===== src/rtl/fifo_sync_param_pkg.sv =====
// Shared defaults, read-mode constants and operation decode for the parametrised sync FIFO.
package fifo_sync_param_pkg;

    localparam int unsigned DATA_W_DFLT = 8;
    localparam int unsigned ADDR_W_DFLT = 4;
    localparam int unsigned FWFT_STD    = 0;
    localparam int unsigned FWFT_ON     = 1;

    // Accepted operation on an edge; encoding is {read, write}
    typedef enum logic [1:0] {
        OP_IDLE  = 2'b00,
        OP_WR    = 2'b01,
        OP_RD    = 2'b10,
        OP_WR_RD = 2'b11
    } fifo_op_e;

    function automatic fifo_op_e op_of(input logic wr_ok, input logic rd_ok);
        return fifo_op_e'({rd_ok, wr_ok});
    endfunction

endpackage


===== src/rtl/fifo_sync_param_if.sv =====
// Producer/consumer bus of the sync FIFO: data path, thresholds, status and error flags.
interface fifo_sync_param_if
    import fifo_sync_param_pkg::*;
#(
    parameter int unsigned DATA_W = DATA_W_DFLT,
    parameter int unsigned ADDR_W = ADDR_W_DFLT
);
    logic              wr;
    logic [DATA_W-1:0] data_in;
    logic              rd;
    logic [DATA_W-1:0] data_out;
    logic              data_valid;
    logic [ADDR_W:0]   af_thresh;
    logic [ADDR_W:0]   ae_thresh;
    logic              clr_err;
    logic [ADDR_W:0]   count;
    logic              fifo_full;
    logic              fifo_empty;
    logic              almost_full;
    logic              almost_empty;
    logic              fifo_overflow;
    logic              fifo_underflow;

    modport master (
        output wr, data_in, rd, af_thresh, ae_thresh, clr_err,
        input  data_out, data_valid, count, fifo_full, fifo_empty,
               almost_full, almost_empty, fifo_overflow, fifo_underflow
    );

    modport slave (
        input  wr, data_in, rd, af_thresh, ae_thresh, clr_err,
        output data_out, data_valid, count, fifo_full, fifo_empty,
               almost_full, almost_empty, fifo_overflow, fifo_underflow
    );
endinterface


===== src/rtl/fifo_sync_param_ram_dp.sv =====
// Storage array: one synchronous write port, one asynchronous read port, no reset.
module fifo_sync_param_ram_dp #(
    parameter int unsigned DATA_W = 8,
    parameter int unsigned ADDR_W = 4
) (
    input  logic              clk,
    input  logic              we,
    input  logic [ADDR_W-1:0] waddr,
    input  logic [DATA_W-1:0] wdata,
    input  logic [ADDR_W-1:0] raddr,
    output logic [DATA_W-1:0] rdata_c
);
    localparam int unsigned DEPTH = 2 ** ADDR_W;

    logic [DATA_W-1:0] mem [DEPTH];

    always_ff @(posedge clk) begin
        if (we) begin
            mem[waddr] <= wdata;
        end
    end

    assign rdata_c = mem[raddr];

endmodule


===== src/rtl/fifo_sync_param.sv =====
// Parametrised single-clock FIFO with thresholds, occupancy count, sticky errors and
// selectable standard / first-word-fall-through read mode.
module fifo_sync_param
    import fifo_sync_param_pkg::*;
#(
    parameter int unsigned DATA_W = DATA_W_DFLT,
    parameter int unsigned ADDR_W = ADDR_W_DFLT,
    parameter int unsigned FWFT   = FWFT_STD
) (
    input logic              clk,
    input logic              rst,
    fifo_sync_param_if.slave bus
);
    localparam int unsigned PTR_W = ADDR_W + 1;
    localparam int unsigned DEPTH = 2 ** ADDR_W;

    logic [PTR_W-1:0]  wptr;
    logic [PTR_W-1:0]  rptr;
    logic [PTR_W-1:0]  count;
    logic              overflow;
    logic              underflow;
    logic              full;
    logic              empty;
    logic              wr_ok;
    logic              rd_ok;
    logic [DATA_W-1:0] rd_data;
    fifo_op_e          op;

    // Status is derived from the registered count so it moves the cycle after an accept
    assign full  = (count == PTR_W'(DEPTH));
    assign empty = (count == '0);
    assign wr_ok = bus.wr && !full;
    assign rd_ok = bus.rd && !empty;
    assign op    = op_of(wr_ok, rd_ok);

    always_ff @(posedge clk) begin
        if (rst) begin
            wptr      <= '0;
            rptr      <= '0;
            count     <= '0;
            overflow  <= 1'b0;
            underflow <= 1'b0;
        end else begin
            wptr <= wptr + PTR_W'(wr_ok);
            rptr <= rptr + PTR_W'(rd_ok);
            case (op)
                OP_WR:   count <= count + PTR_W'(1);
                OP_RD:   count <= count - PTR_W'(1);
                default: count <= count;
            endcase
            // A new error in the same cycle as clr_err wins
            overflow  <= (overflow  && !bus.clr_err) || (bus.wr && full);
            underflow <= (underflow && !bus.clr_err) || (bus.rd && empty);
        end
    end

    fifo_sync_param_ram_dp #(
        .DATA_W (DATA_W),
        .ADDR_W (ADDR_W)
    ) u_ram (
        .clk     (clk),
        .we      (wr_ok),
        .waddr   (wptr[ADDR_W-1:0]),
        .wdata   (bus.data_in),
        .raddr   (rptr[ADDR_W-1:0]),
        .rdata_c (rd_data)
    );

    generate
        if (FWFT != 0) begin : g_fwft
            // Head word is always presented; rd only advances the read pointer
            assign bus.data_out   = rd_data;
            assign bus.data_valid = !empty;
        end else begin : g_std
            logic [DATA_W-1:0] dout;
            logic              dvalid;

            always_ff @(posedge clk) begin
                if (rst) begin
                    dout   <= '0;
                    dvalid <= 1'b0;
                end else begin
                    dvalid <= rd_ok;
                    if (rd_ok) begin
                        dout <= rd_data;
                    end
                end
            end

            assign bus.data_out   = dout;
            assign bus.data_valid = dvalid;
        end
    endgenerate

    assign bus.count          = count;
    assign bus.fifo_full      = full;
    assign bus.fifo_empty     = empty;
    assign bus.almost_full    = (count >= bus.af_thresh);
    assign bus.almost_empty   = (count <= bus.ae_thresh);
    assign bus.fifo_overflow  = overflow;
    assign bus.fifo_underflow = underflow;

endmodule


===== src/flat_wrapper.sv =====
// flat-port wrapper written by rule: the top's interface ports become plain ports
module fifo_sync_param_flat import fifo_sync_param_pkg::*;
#(
    parameter int unsigned DATA_W = DATA_W_DFLT,
    parameter int unsigned ADDR_W = ADDR_W_DFLT,
    parameter int unsigned FWFT   = FWFT_STD
)
  (clk, rst, bus_wr, bus_data_in, bus_rd, bus_af_thresh, bus_ae_thresh, bus_clr_err, bus_data_out, bus_data_valid, bus_count, bus_fifo_full, bus_fifo_empty, bus_almost_full, bus_almost_empty, bus_fifo_overflow, bus_fifo_underflow);
  fifo_sync_param_if #(.DATA_W(DATA_W), .ADDR_W(ADDR_W)) bus_i ();
  input logic clk;
  input logic rst;
  input wire logic [$bits(bus_i.wr)-1:0] bus_wr;
  input wire logic [$bits(bus_i.data_in)-1:0] bus_data_in;
  input wire logic [$bits(bus_i.rd)-1:0] bus_rd;
  input wire logic [$bits(bus_i.af_thresh)-1:0] bus_af_thresh;
  input wire logic [$bits(bus_i.ae_thresh)-1:0] bus_ae_thresh;
  input wire logic [$bits(bus_i.clr_err)-1:0] bus_clr_err;
  output wire logic [$bits(bus_i.data_out)-1:0] bus_data_out;
  output wire logic [$bits(bus_i.data_valid)-1:0] bus_data_valid;
  output wire logic [$bits(bus_i.count)-1:0] bus_count;
  output wire logic [$bits(bus_i.fifo_full)-1:0] bus_fifo_full;
  output wire logic [$bits(bus_i.fifo_empty)-1:0] bus_fifo_empty;
  output wire logic [$bits(bus_i.almost_full)-1:0] bus_almost_full;
  output wire logic [$bits(bus_i.almost_empty)-1:0] bus_almost_empty;
  output wire logic [$bits(bus_i.fifo_overflow)-1:0] bus_fifo_overflow;
  output wire logic [$bits(bus_i.fifo_underflow)-1:0] bus_fifo_underflow;
  assign bus_i.wr = bus_wr;
  assign bus_i.data_in = bus_data_in;
  assign bus_i.rd = bus_rd;
  assign bus_i.af_thresh = bus_af_thresh;
  assign bus_i.ae_thresh = bus_ae_thresh;
  assign bus_i.clr_err = bus_clr_err;
  assign bus_data_out = bus_i.data_out;
  assign bus_data_valid = bus_i.data_valid;
  assign bus_count = bus_i.count;
  assign bus_fifo_full = bus_i.fifo_full;
  assign bus_fifo_empty = bus_i.fifo_empty;
  assign bus_almost_full = bus_i.almost_full;
  assign bus_almost_empty = bus_i.almost_empty;
  assign bus_fifo_overflow = bus_i.fifo_overflow;
  assign bus_fifo_underflow = bus_i.fifo_underflow;
  fifo_sync_param #(.DATA_W(DATA_W), .ADDR_W(ADDR_W), .FWFT(FWFT)) u_core (.clk(clk), .rst(rst), .bus(bus_i));
endmodule

===== config.mk =====
export PLATFORM = sky130hd
export DESIGN_NAME = fifo_sync_param_flat
export DESIGN_NICKNAME = d
export VERILOG_FILES = /design/src/rtl/fifo_sync_param_pkg.sv /design/src/rtl/fifo_sync_param_if.sv /design/src/rtl/fifo_sync_param_ram_dp.sv /design/src/rtl/fifo_sync_param.sv /design/src/flat_wrapper.sv
export SDC_FILE = /design/constraint.sdc
export NUM_CORES = 1
export LEC_CHECK = 0
export ABC_AREA = 1
export BUFFER_PORTS_ARGS = -buffer_cell sky130_fd_sc_hd__buf_4
export CAP_MARGIN = 20
export CORE_ASPECT_RATIO = 1.2
export CORE_MARGIN = 4
export CORE_UTILIZATION = 35
export DETAILED_ROUTE_END_ITERATION = 7
export SLEW_MARGIN = 20
export SYNTH_ARGS = -nofsm -noshare
export SYNTH_HDL_FRONTEND = slang
export SYNTH_SLANG_ARGS = --single-unit

===== constraint.sdc =====
create_clock -name clk -period 2.4 [get_ports clk]
set_input_delay 0.48 -clock clk [delete_from_list [all_inputs] [get_ports clk]]
set_output_delay 0.48 -clock clk [all_outputs]
set_load 0.005 [all_outputs]

==> metrics.md <==
| Metric | Value |
|---|---|
| Clk_skew | `11.1 ps` |
| CTS Buffer Depth | `2` |
| Pre-CTS setup slack | `233 ps` |
| GR peak layer | `met2` |
| Slowest cell delay on critical path | `310 ps` |
| Min-delay src | `bus_clr_err` |
| Worst slew margin | `0.583` |
| First-pass GRT wire length | `24400 um` |
| Seq cells post-synth | `152` |
| Met3 usage in global routing | `0.0296` |
| Final WL | `15200 um` |
| Vias after detailed routing | `4728` |
| Final setup viols | `0` |
| Critical R2R Launch | `u_core.bus.count[2]` |
| Chip width | `136 um` |
| CORE AREA | `19100 sq um` |
| Power per cell area | `1000 nW/um^2` |
| Nets | `817` |
| Syn_area_per_cell | `9.64 sq um` |
| End of the worst hold path | `u_core.bus.fifo_overflow` |
| Io pins | `43` |
| Hpwl dp | `10100 um` |
| Share of layout cells above drive strength 1 | `0.147` |
| Gr usage total | `0.146` |
| Crit path time final | `2190 ps` |
| Tightest Pin Transition | `624 ps` |
| Fin worst setup slack | `212 ps` |
| Most instantiated cells after synthesis | `nand2_1 (229), edfxtp_1 (128), inv_1 (109)` |
| Initial antenna violation count | `0` |
| Placer congestion estimate | `0.832` |
| Slowest CP cell | `dfxtp_1` |
| Post-synth cell types | `27` |
| Achievable Freq | `457 MHz` |
| RSZ-0062 raised after global routing | `no` |
| DRT Pass-1 Iters | `5` |
| Period utilization | `0.912` |
| FP Rows | `55` |
| Worst-Skew Late Latency | `410 ps` |
| VDD IR max | `0.464 mV` |
| Setup Crit Path Kind | `flip-flop to output pin` |
| Setup crit end kind | `output pin` |
| Area of the multi-input gates | `1960 sq um` |
| DRC viols | `0` |
| Max_cap viols | `0` |
| CTS Root Buffer Type | `clkbuf_16` |
| CP arrival | `1710 ps` |
| Most common cell in the netlist | `nand2_1` |
| Reg2reg setup slack | `280 ps` |
| Reg2Reg Depth | `16` |
| Post-synth top flop | `edfxtp_1` |
| WHS Path Cells | `4` |
| CP required | `1920 ps` |
| Synth async-reset ratio | `0` |
| Lkg Pwr | `0.00361 uW` |
| Net count after synthesis | `755` |
| Die Y | `162 um` |
| Crit start category | `flip-flop` |
| Buffers added on ports | `42` |
| Register area share after synthesis | `0.628` |
| Mapped Area | `6880 sq um` |
| Initial Utilization | `0.360` |
| DR WL/cell | `14.5 um` |
| # fillers | `1912` |
| Clock Sinks | `152` |
| CTS buffer count | `17` |
| TritonCTS clock tree | `done` |
| M2 GR Usage | `0.255` |
| Hold Path Class | `input pin to flip-flop` |
| Synth Instances | `714` |
| Ys Warns | `0` |
| M1 GR Usage | `0.174` |
| Yosys top cell area share | `0.558` |
| Total negative setup slack | `0 ps` |
| Final slew viol count | `0` |
| Syn-to-layout area delta | `18.6%` |
| FF-to-FF End | `u_core.bus.count[4]` |
| H-Tree Level Count | `4` |
| Status | `finished clean` |
| Most common cell on crit path | `buf_4` |
| Antenna cells | `0` |
| Largest net degree at the start of global routing | `35` |
| 1st-iter DRT viols | `245` |
| Largest delay contributor family on the critical path | `buffers and inverters` |
| Worst-path cell chain | `buf_4, ha_1, inv_1, o21bai_1, a21oi_1, nor2_1, o22ai_1, buf_4` |
| Crit-path max FO | `5` |
| Die area | `22000 sq um` |
| Final hold slack | `327 ps` |
| FF/Latch Area | `4330 sq um` |
| Remaining antenna violation count after routing | `0` |
| Yosys top cell by area | `edfxtp_1` |
| Number of synthesized flops with an enable pin | `128` |
| Vias per inst | `4.53` |
| Vias in the first global route | `4617` |
| Clock-pin slew on the worst setup and hold paths | `60 ps` |
| Synth top area cells | `edfxtp_1 (56%), nand2_1 (12%), nand3_1 (7.2%), dfxtp_1 (7.0%), inv_1 (5.9%)` |
| Grt ovf | `0` |
| Hold Fails Final Rpt | `0` |
| Crit path buf inv count | `3` |
## sequential cells by signal, indices dropped and copies added, names as in the netlist
name                       cells
u_core.bus.count               5
u_core.bus.fifo_underflow      1
u_core.wptr                    4
u_core.bus.data_out            8
u_core.bus.data_valid          1
u_core.u_ram.mem             128
u_core.rptr                    4
u_core.bus.fifo_overflow       1
## worst max path at each step
stage | from | to | slack, ps | cells after the start
after floorplan | u_core.bus.count[1] | u_core.bus.count[4] | 300 | 18
after global placement | u_core.bus.count[2] | u_core.bus.count[4] | 310 | 16
after detailed placement | u_core.bus.count[0] | u_core.bus.count[4] | 230 | 16
after CTS | u_core.bus.count[0] | bus_almost_full | 120 | 9
after global routing | u_core.bus.count[2] | u_core.bus.count[4] | 8 | 16
final | u_core.bus.count[1] | bus_almost_empty | 210 | 8
## worst register-to-register path, delay by kind of cell (launching register included)
kind                       cells  cell delay [ps]
and+or+nand+nor               10              910
xor gates and xnor gates       1              200
AOI/OAI and AO/OA              1              110
DFF                            1              310
adders and majority gates      2              430
buffers and inverters          2              100
## final cells by class
class / instances / share of cell area
Clock buffer: 17 / 0.0521
Clock inverter: 14 / 0.0213
Inverter: 115 / 0.0532
Multi-Input combinational cell: 420 / 0.240
Sequential cell: 152 / 0.530
Tap cell: 256 / 0.0392
Timing Repair Buffer: 70 / 0.0644
## layout by cell type, fill, tap and decap left out, types with 4 or more instances in the layout
cell	n
buf_4	70
o21bai_1	5
inv_2	5
inv_1	108
nand3_1	99
a21oi_1	9
nand2_1	229
edfxtp_1	128
nor2_1	43
clkinvlp_4	4
clkbuf_16	17
ha_1	17
dfxtp_1	22
## logic make-up after synthesis
group           Yosys count  share of synthesized area
compound gates           20                     0.0176
simple gates            377                      0.226
buf+inv                 142                     0.0887
fa+ha+maj                18                     0.0327
flops                   152                      0.628
xor+xnor                  5                    0.00636
## stage by stage
stage	util	power, uW	cells	area (sq um)
finish	0.427	8180	1044	8160
global route	0.427	8710	1044	8160
CTS	0.426	8270	1044	8150
detailed placement	0.395	5590	1013	7550
global placement	0.395	5560	1013	7550
floorplan	-	4820	714	6880
## repair_timing
item,CTS,global route
gates resized for setup,0,5
buffers inserted,0,0
hold buffers,0,0
endpoints found under the setup margin,0,2
## power by group
group | leakage [uW] | internal (uW) | switching (uW)
Sequential | 0.00135 | 3040 | 81.9
Combinational | 0.00197 | 860 | 1510
Clock | 0.000278 | 1640 | 1050
## per-layer routing
layer	up-vias	share of wire
met5	-	0
met4	0	0.027
met3	25	0.033
met2	74	0.52
met1	2213	0.42
li1	2416	-
Power figures use the tool's default switching activity.
